===== src/rtl/parser_head_gen.sv =====
// parser_head_gen
// Ingress front-end of the packet parser. It captures the first HEAD_WIDTH
// bits of each packet into a zero-padded header vector and counts the packet
// length. One cycle after the end-of-packet beat it emits a tagged head word
// and a tagged metadata word as a single-cycle valid pulse. There is no
// backpressure.
//
// Ports:
//   i_clk, i_rst_n   clock, asynchronous active-low reset
//   i_data_valid     beat valid
//   i_data_sop       first beat of packet (qualified by valid)
//   i_data_eop       last beat of packet (qualified by valid)
//   i_data_mod       valid bytes in the eop beat, 0 means a full beat
//   i_data           beat data, byte 0 in the top byte lane
//   i_in_port        ingress port, sampled on sop
//   o_head           {tag, head}, packet byte 0 at the top of head
//   o_meta           {tag, meta}: [15:0] length, [23:16] captured bytes, [31:24] port
//   o_err_cnt        saturating count of aborted packets
module parser_head_gen #(
  parameter int DATA_WIDTH = 128,
  parameter int HEAD_WIDTH = 1024,
  parameter int META_WIDTH = 64,
  parameter int TAG_WIDTH  = 8
) (
  input  logic                            i_clk,
  input  logic                            i_rst_n,
  input  logic                            i_data_valid,
  input  logic                            i_data_sop,
  input  logic                            i_data_eop,
  input  logic [3:0]                      i_data_mod,
  input  logic [DATA_WIDTH-1:0]           i_data,
  input  logic [7:0]                      i_in_port,
  output logic [HEAD_WIDTH+TAG_WIDTH-1:0] o_head,
  output logic [META_WIDTH+TAG_WIDTH-1:0] o_meta,
  output logic [15:0]                     o_err_cnt
);

  localparam int              NUM_BEATS  = HEAD_WIDTH / DATA_WIDTH;
  localparam int              IDX_W      = $clog2(NUM_BEATS + 1);
  localparam int              SEQ_W      = TAG_WIDTH - 1;
  localparam logic [4:0]      BEAT_BYTES = 5'(DATA_WIDTH / 8);
  localparam logic [15:0]     HEAD_BYTES = 16'(HEAD_WIDTH / 8);
  localparam logic [IDX_W-1:0] LAST_IDX  = IDX_W'(NUM_BEATS);

  typedef enum logic [1:0] {IDLE, COLLECT, DRAIN} state_t;

  state_t                 state;
  logic [IDX_W-1:0]       beat_idx;
  logic [HEAD_WIDTH-1:0]  head_buf;
  logic [15:0]            len_cnt;
  logic [7:0]             port_reg;
  logic [SEQ_W-1:0]       seq_id;

  logic                   start;
  logic                   active;
  logic                   emit;
  logic                   store;
  logic [4:0]             beat_bytes;
  logic [DATA_WIDTH-1:0]  keep_mask;
  logic [DATA_WIDTH-1:0]  beat_data;
  logic [IDX_W-1:0]       wr_idx;
  logic [IDX_W-1:0]       idx_inc;
  logic [16:0]            len_sum;
  logic [15:0]            len_next;
  logic [15:0]            hbytes_wide;
  logic [7:0]             hbytes;
  logic [7:0]             port_next;
  logic [HEAD_WIDTH-1:0]  head_next;

  // Next-state datapath for the beat being presented. A sop always restarts
  // from a cleared buffer and zero length, which also covers the abort case
  // where a new packet begins while another is still open.
  always_comb begin
    start      = i_data_valid & i_data_sop;
    active     = i_data_valid & (i_data_sop | (state != IDLE));
    emit       = active & i_data_eop;
    beat_bytes = BEAT_BYTES;
    if (i_data_eop && (i_data_mod != 4'd0)) beat_bytes = {1'b0, i_data_mod};
    // Keep the top beat_bytes lanes; a full beat shifts everything out.
    keep_mask  = ~({DATA_WIDTH{1'b1}} >> {beat_bytes, 3'b000});
    beat_data  = i_data & keep_mask;
    wr_idx     = start ? '0 : beat_idx;
    idx_inc    = wr_idx + 1'b1;
    store      = start | (i_data_valid & (state == COLLECT));
    head_next  = start ? '0 : head_buf;
    for (int b = 0; b < NUM_BEATS; b++) begin
      if (store && (wr_idx == IDX_W'(b)))
        head_next[HEAD_WIDTH-1-b*DATA_WIDTH -: DATA_WIDTH] = beat_data;
    end
    len_sum     = {1'b0, (start ? 16'd0 : len_cnt)} + 17'(beat_bytes);
    len_next    = len_sum[16] ? 16'hFFFF : len_sum[15:0];
    hbytes_wide = (len_next < HEAD_BYTES) ? len_next : HEAD_BYTES;
    hbytes      = (hbytes_wide > 16'd255) ? 8'hFF : hbytes_wide[7:0];
    port_next   = start ? i_in_port : port_reg;
  end

  // Packet FSM with registered head/meta outputs. Outputs are zero except in
  // the single cycle after an accepted eop beat.
  always_ff @(posedge i_clk or negedge i_rst_n) begin
    if (!i_rst_n) begin
      state     <= IDLE;
      beat_idx  <= '0;
      head_buf  <= '0;
      len_cnt   <= '0;
      port_reg  <= '0;
      seq_id    <= '0;
      o_head    <= '0;
      o_meta    <= '0;
      o_err_cnt <= '0;
    end else begin
      o_head <= '0;
      o_meta <= '0;
      if (emit) begin
        o_head <= {1'b1, seq_id, head_next};
        o_meta <= {1'b1, seq_id, {(META_WIDTH-32){1'b0}}, port_next, hbytes, len_next};
        seq_id <= seq_id + 1'b1;
      end
      if (start && (state != IDLE) && (o_err_cnt != 16'hFFFF))
        o_err_cnt <= o_err_cnt + 16'd1;
      if (active) begin
        head_buf <= head_next;
        len_cnt  <= len_next;
        port_reg <= port_next;
        if (i_data_eop) begin
          state    <= IDLE;
          beat_idx <= '0;
        end else if (store) begin
          beat_idx <= idx_inc;
          state    <= (idx_inc == LAST_IDX) ? DRAIN : COLLECT;
        end else begin
          state <= DRAIN;
        end
      end
    end
  end

endmodule


===== config.mk =====
export PLATFORM = sky130hd
export DESIGN_NAME = parser_head_gen
export DESIGN_NICKNAME = d
export VERILOG_FILES = /design/src/rtl/parser_head_gen.sv
export SDC_FILE = /design/constraint.sdc
export NUM_CORES = 2
export LEC_CHECK = 0
export ABC_CLOCK_PERIOD_IN_PS = 7600
export CORE_AREA = 2 2 492 494
export CTS_BUF_LIST = sky130_fd_sc_hd__clkbuf_16
export CTS_CLUSTER_DIAMETER = 40
export DETAILED_ROUTE_END_ITERATION = 12
export DIE_AREA = 0 0 494 496
export PLACE_DENSITY = 0.64
export RECOVER_POWER = 50
export SYNTH_ARGS = -nofsm -noshare
export SYNTH_HDL_FRONTEND = slang
export SYNTH_SLANG_ARGS = --single-unit

===== constraint.sdc =====
create_clock -name i_clk -period 7.6 [get_ports i_clk]
set_clock_uncertainty 0.15 [all_clocks]
set_input_delay 0.76 -clock i_clk [delete_from_list [all_inputs] [get_ports i_clk]]
set_output_delay 0.76 -clock i_clk [all_outputs]
set_load 0.01 [all_outputs]

==> flow_summary.toml <==
[outcome]
status = "complete, but fails checks"
failed_checks = "capacitance limit, slew limit"

[layout]
fill_cells = 22100
largest-register = "o_head"
synthToLayoutAreaGrowth_pct = 34.94
final_nets = 7598
finish.utilization = 0.4237
layout-drive-gt1-share = 0.08406
top_regs = "o_head: 1031 flops, head_buf: 1024 flops, o_meta: 33 flops"
final_cells = 10890
largest_reg_flops = 1031

[synthesis]
async_reset_ff_frac = 1.000
synth_flop_cell = "dfrtp_1"
synth-edff-count = 0
netlist_instances = 6293
synth_cell_type_count = 67
syn_avg_cell_area_sq_um = 11.96
ys_seq_elements = 2141
ys_warn_count = 0
syn-cell-area_sq_um = 75240
yosysSeqAreaShare = 0.7121

[place]
port_buffers = 1232
place_ws_ns = 2.369
place.gp.congestion = 0.8654
place_inst = 10300
dp_hpwl_microns = 169400

[sta]
clock.fmax_ghz = 0.1749
grt_setup_unrepaired = "no"
tightest_slew_ns = 3.911
min_period_ns = 5.718
setup_viol = 0
max_slew_margin = -1.607
hold_viol_final = 0
tns_ns = 0
post-route-period-util = 0.7523
fin_ws_ns = 1.882
maxSlewViolCount = 424

[global_route]
grt_overflow = 0
antenna_found_initial = 31
grt_pass1_wl_microns = 373500
grt_usage = 0.2076
grt_max_degree = 195
grt_pass1_vias = 53090

[die]
die_w_microns = 494
rows = 180
start_util = 0.3140
ioPinCount = 1265
core_area_sq_um = 239600
die-area_sq_um = 245000
die_h_microns = 496

[setup_path]
r2r_start = "state[0]"
start_kind = "input port"
path_max_fanout = 71
startpoint = "i_data_valid"
crit_chain = "clkdlybuf4s50_1 > nand2_1 > and2_1 > ha_1 > fa_1 > nand3_1 > a31oi_4 > o211ai_2 > o21ai_0 > a311oi_1 > o311a_2 > and3_1"
crit_path_end_kind = "flop"
worstPathRequired_ns = 8.27
critPathSlowestCell = "nand2_1"
crit_type = "input port to flop"
cp_top_family = "simple AND/OR/NAND/NOR gates"
path_buf_inv = 1
critPathMaxStageDelay_ns = 1.57
cp_data_arrival_time_ns = 6.39

[drt]
routed_wl_microns = 260500
route.detailed.drc = 0
vias = 53470
dr.pass1.iters = 6
drt_iter0_drc = 4702
ant_nets = 0
via_per_inst = 4.910
post_drt_wl_per_cell_microns = 23.92

[power_and_ir_drop]
intPower_mw = 21.73
sw_frac_of_total = 0.2451
p_clk_frac = 0.525
p_switching_mw = 7.055
pwr-share-comb = 0.060
fin_total_pwr_mw = 28.79
leakagePower_nw = 49.28
peakVddDrop_v = 0.0001918
sequentialPowerShare = 0.415
powerDensity_nw_per_um2 = 283.6

[min_path]
min_path_type = "input port to flop"
worstHoldStart = "i_in_port[3]"

[cts]
clock_latency_ns = 0.95
cts_made_buffers = 329
clockBufferDepth = 4
clkTransAtPathRegs_ns = 0.05
cts_sinks = 2141
htreeDepth = 5
tritoncts = "yes"
cts_resized = 0
root_buffer = "clkbuf_16"

[run]
maxCapViolCount = 6
-- stage by stage --
step / cell area (sq um) / hold slack, ns
final: 101500 / 0.2414
after detailed placement: 90500 / 0.3047
after floorplan: 75350 / 0.2874
after global placement: 90500 / 0.3024
after CTS: 101500 / 0.1422
after global routing: 101500 / 0.1794
-- cells in the final DEF, fill, tap and decap left out, types with 5 or more instances in the layout --
| master | Yosys | layout |
|---|---|---|
| clkinvlp_4 | 0 | 38 |
| xor2_1 | 12 | 12 |
| clkdlybuf4s50_1 | 0 | 560 |
| nand2_4 | 0 | 9 |
| bufinv_16 | 0 | 43 |
| inv_8 | 0 | 16 |
| nor2_1 | 43 | 43 |
| buf_4 | 40 | 43 |
| inv_1 | 13 | 37 |
| nand4_1 | 10 | 10 |
| and3_1 | 19 | 19 |
| clkinv_2 | 0 | 32 |
| inv_6 | 0 | 34 |
| nand2_2 | 8 | 8 |
| conb_1 | 1 | 32 |
| o21ai_1 | 271 | 271 |
| a21oi_1 | 89 | 90 |
| xnor2_1 | 15 | 15 |
| clkbuf_2 | 11 | 5 |
| and2_1 | 984 | 982 |
| nand3_1 | 1039 | 1039 |
| dlygate4sd3_1 | 0 | 672 |
| diode_2 | 0 | 19 |
| ha_1 | 10 | 10 |
| o21ai_0 | 711 | 711 |
| buf_12 | 0 | 28 |
| clkinv_4 | 0 | 27 |
| o21ai_2 | 6 | 6 |
| dfrtp_1 | 2141 | 2141 |
| clkinv_1 | 0 | 23 |
| clkbuf_16 | 0 | 331 |
| nand2_1 | 319 | 310 |
| nor3_1 | 10 | 10 |
-- power groups by stage --
stage | logic [mW] | registers (mW) | clock network, mW
2_1_floorplan | 0.748 | 12.1 | 0
3_3_place_gp | 1.72 | 12.1 | 0
4_1_cts | 1.77 | 11.9 | 15.4
3_5_place_dp | 1.76 | 12.1 | 0
6_report | 1.72 | 11.9 | 15.1
5_1_grt | 1.90 | 12.0 | 15.9
-- synthesized netlist by cell type (2+ instances only) --
cell / count / area (sq um)
clkbuf_1: 335 / 1257
o22a_1: 2 / 17.52
and2_1: 984 / 6156
a32o_1: 2 / 20.02
nand4_1: 10 / 62.56
nor2_1: 43 / 161.4
nand2_2: 8 / 50.05
nor2b_1: 4 / 25.02
nor3_1: 10 / 50.05
a31oi_1: 2 / 12.51
o31ai_1: 3 / 22.52
or3_1: 2 / 12.51
nand3_1: 1039 / 5200
nand2_1: 319 / 1197
ha_1: 10 / 125.1
and4_1: 3 / 26.28
o211ai_1: 3 / 22.52
xnor2_1: 15 / 131.4
buf_4: 40 / 300.3
inv_1: 13 / 48.80
a211oi_1: 3 / 22.52
o21ai_2: 6 / 52.55
mux2i_1: 3 / 30.03
nand2b_1: 3 / 18.77
dfrtp_1: 2141 / 53580
a21o_2: 2 / 17.52
buf_1: 82 / 307.8
clkbuf_2: 11 / 55.05
xor2_1: 12 / 105.1
o21ai_1: 271 / 1356
buf_6: 2 / 22.52
a21oi_1: 89 / 445.4
o21ai_0: 711 / 3558
buf_2: 53 / 265.3
a21oi_2: 2 / 17.52
a21o_1: 4 / 30.03
and3_1: 19 / 118.9
nor2_2: 3 / 18.77
-- worst reg2reg max path, stage by stage, from the launching register on --
cell	delay (ns)
dfrtp_1	0.38
nor2b_1	0.17
o21ai_2	0.19
nor3_2	0.79
nand2_4	0.58
buf_12	0.41
nand3_1	0.62
o21ai_0	0.14
and2_1	0.22
-- per-layer routing --
metal	wire length, microns	track usage
met5	0	0
met3	22740	0.06040
met1	109400	0.2779
met2	116500	0.3109
met4	11880	0.09589
-- final cells by class --
cell class                 count  area (sq um)  area share
clock buffer                 331          8283     0.08159
timing repair buffer        1310         13250      0.1305
inverter                      13         56.30   0.0005546
tap                         3185          3985     0.03925
clock inverter               243          2733     0.02692
sequential                  2141         53580      0.5277
antenna                       19         47.55   0.0004683
multi-input combinational   3647         19590      0.1930
-- kinds of logic after synthesis --
logic type	count (synthesis)	share of synthesized area
flip-flops	2141	0.7121
buffers and inverters	536	0.03000
AO/OA/AOI/OAI	1120	0.07738
other	1	0.00004984
multiplexers	4	0.0005488
adder cells (fa/ha/maj)	12	0.002112
AND/OR/NAND/NOR	2452	0.1747
XOR/XNOR	27	0.003143
-- worst paths after layout --
path / end / cells after the start / slack, ns
max: o_meta[18] / 12 / 1.88
min: port_reg[3] / 3 / 0.24
max reg2reg: o_head[294] / 8 / 3.86
min reg2reg: seq_id[2] / 1 / 0.32
max in group asynchronous: o_head[748] / 3 / 2.39
min in group asynchronous: o_meta[30] / 2 / 1.48
-- what timing repair did --
action	4_1_cts	5_1_grt
hold buffers	1	0
endpoints found under the setup margin	0	0
endpoints found under the hold margin	106	0
setup buffers	0	0
No activity file was read; power rests on OpenSTA's default activity.
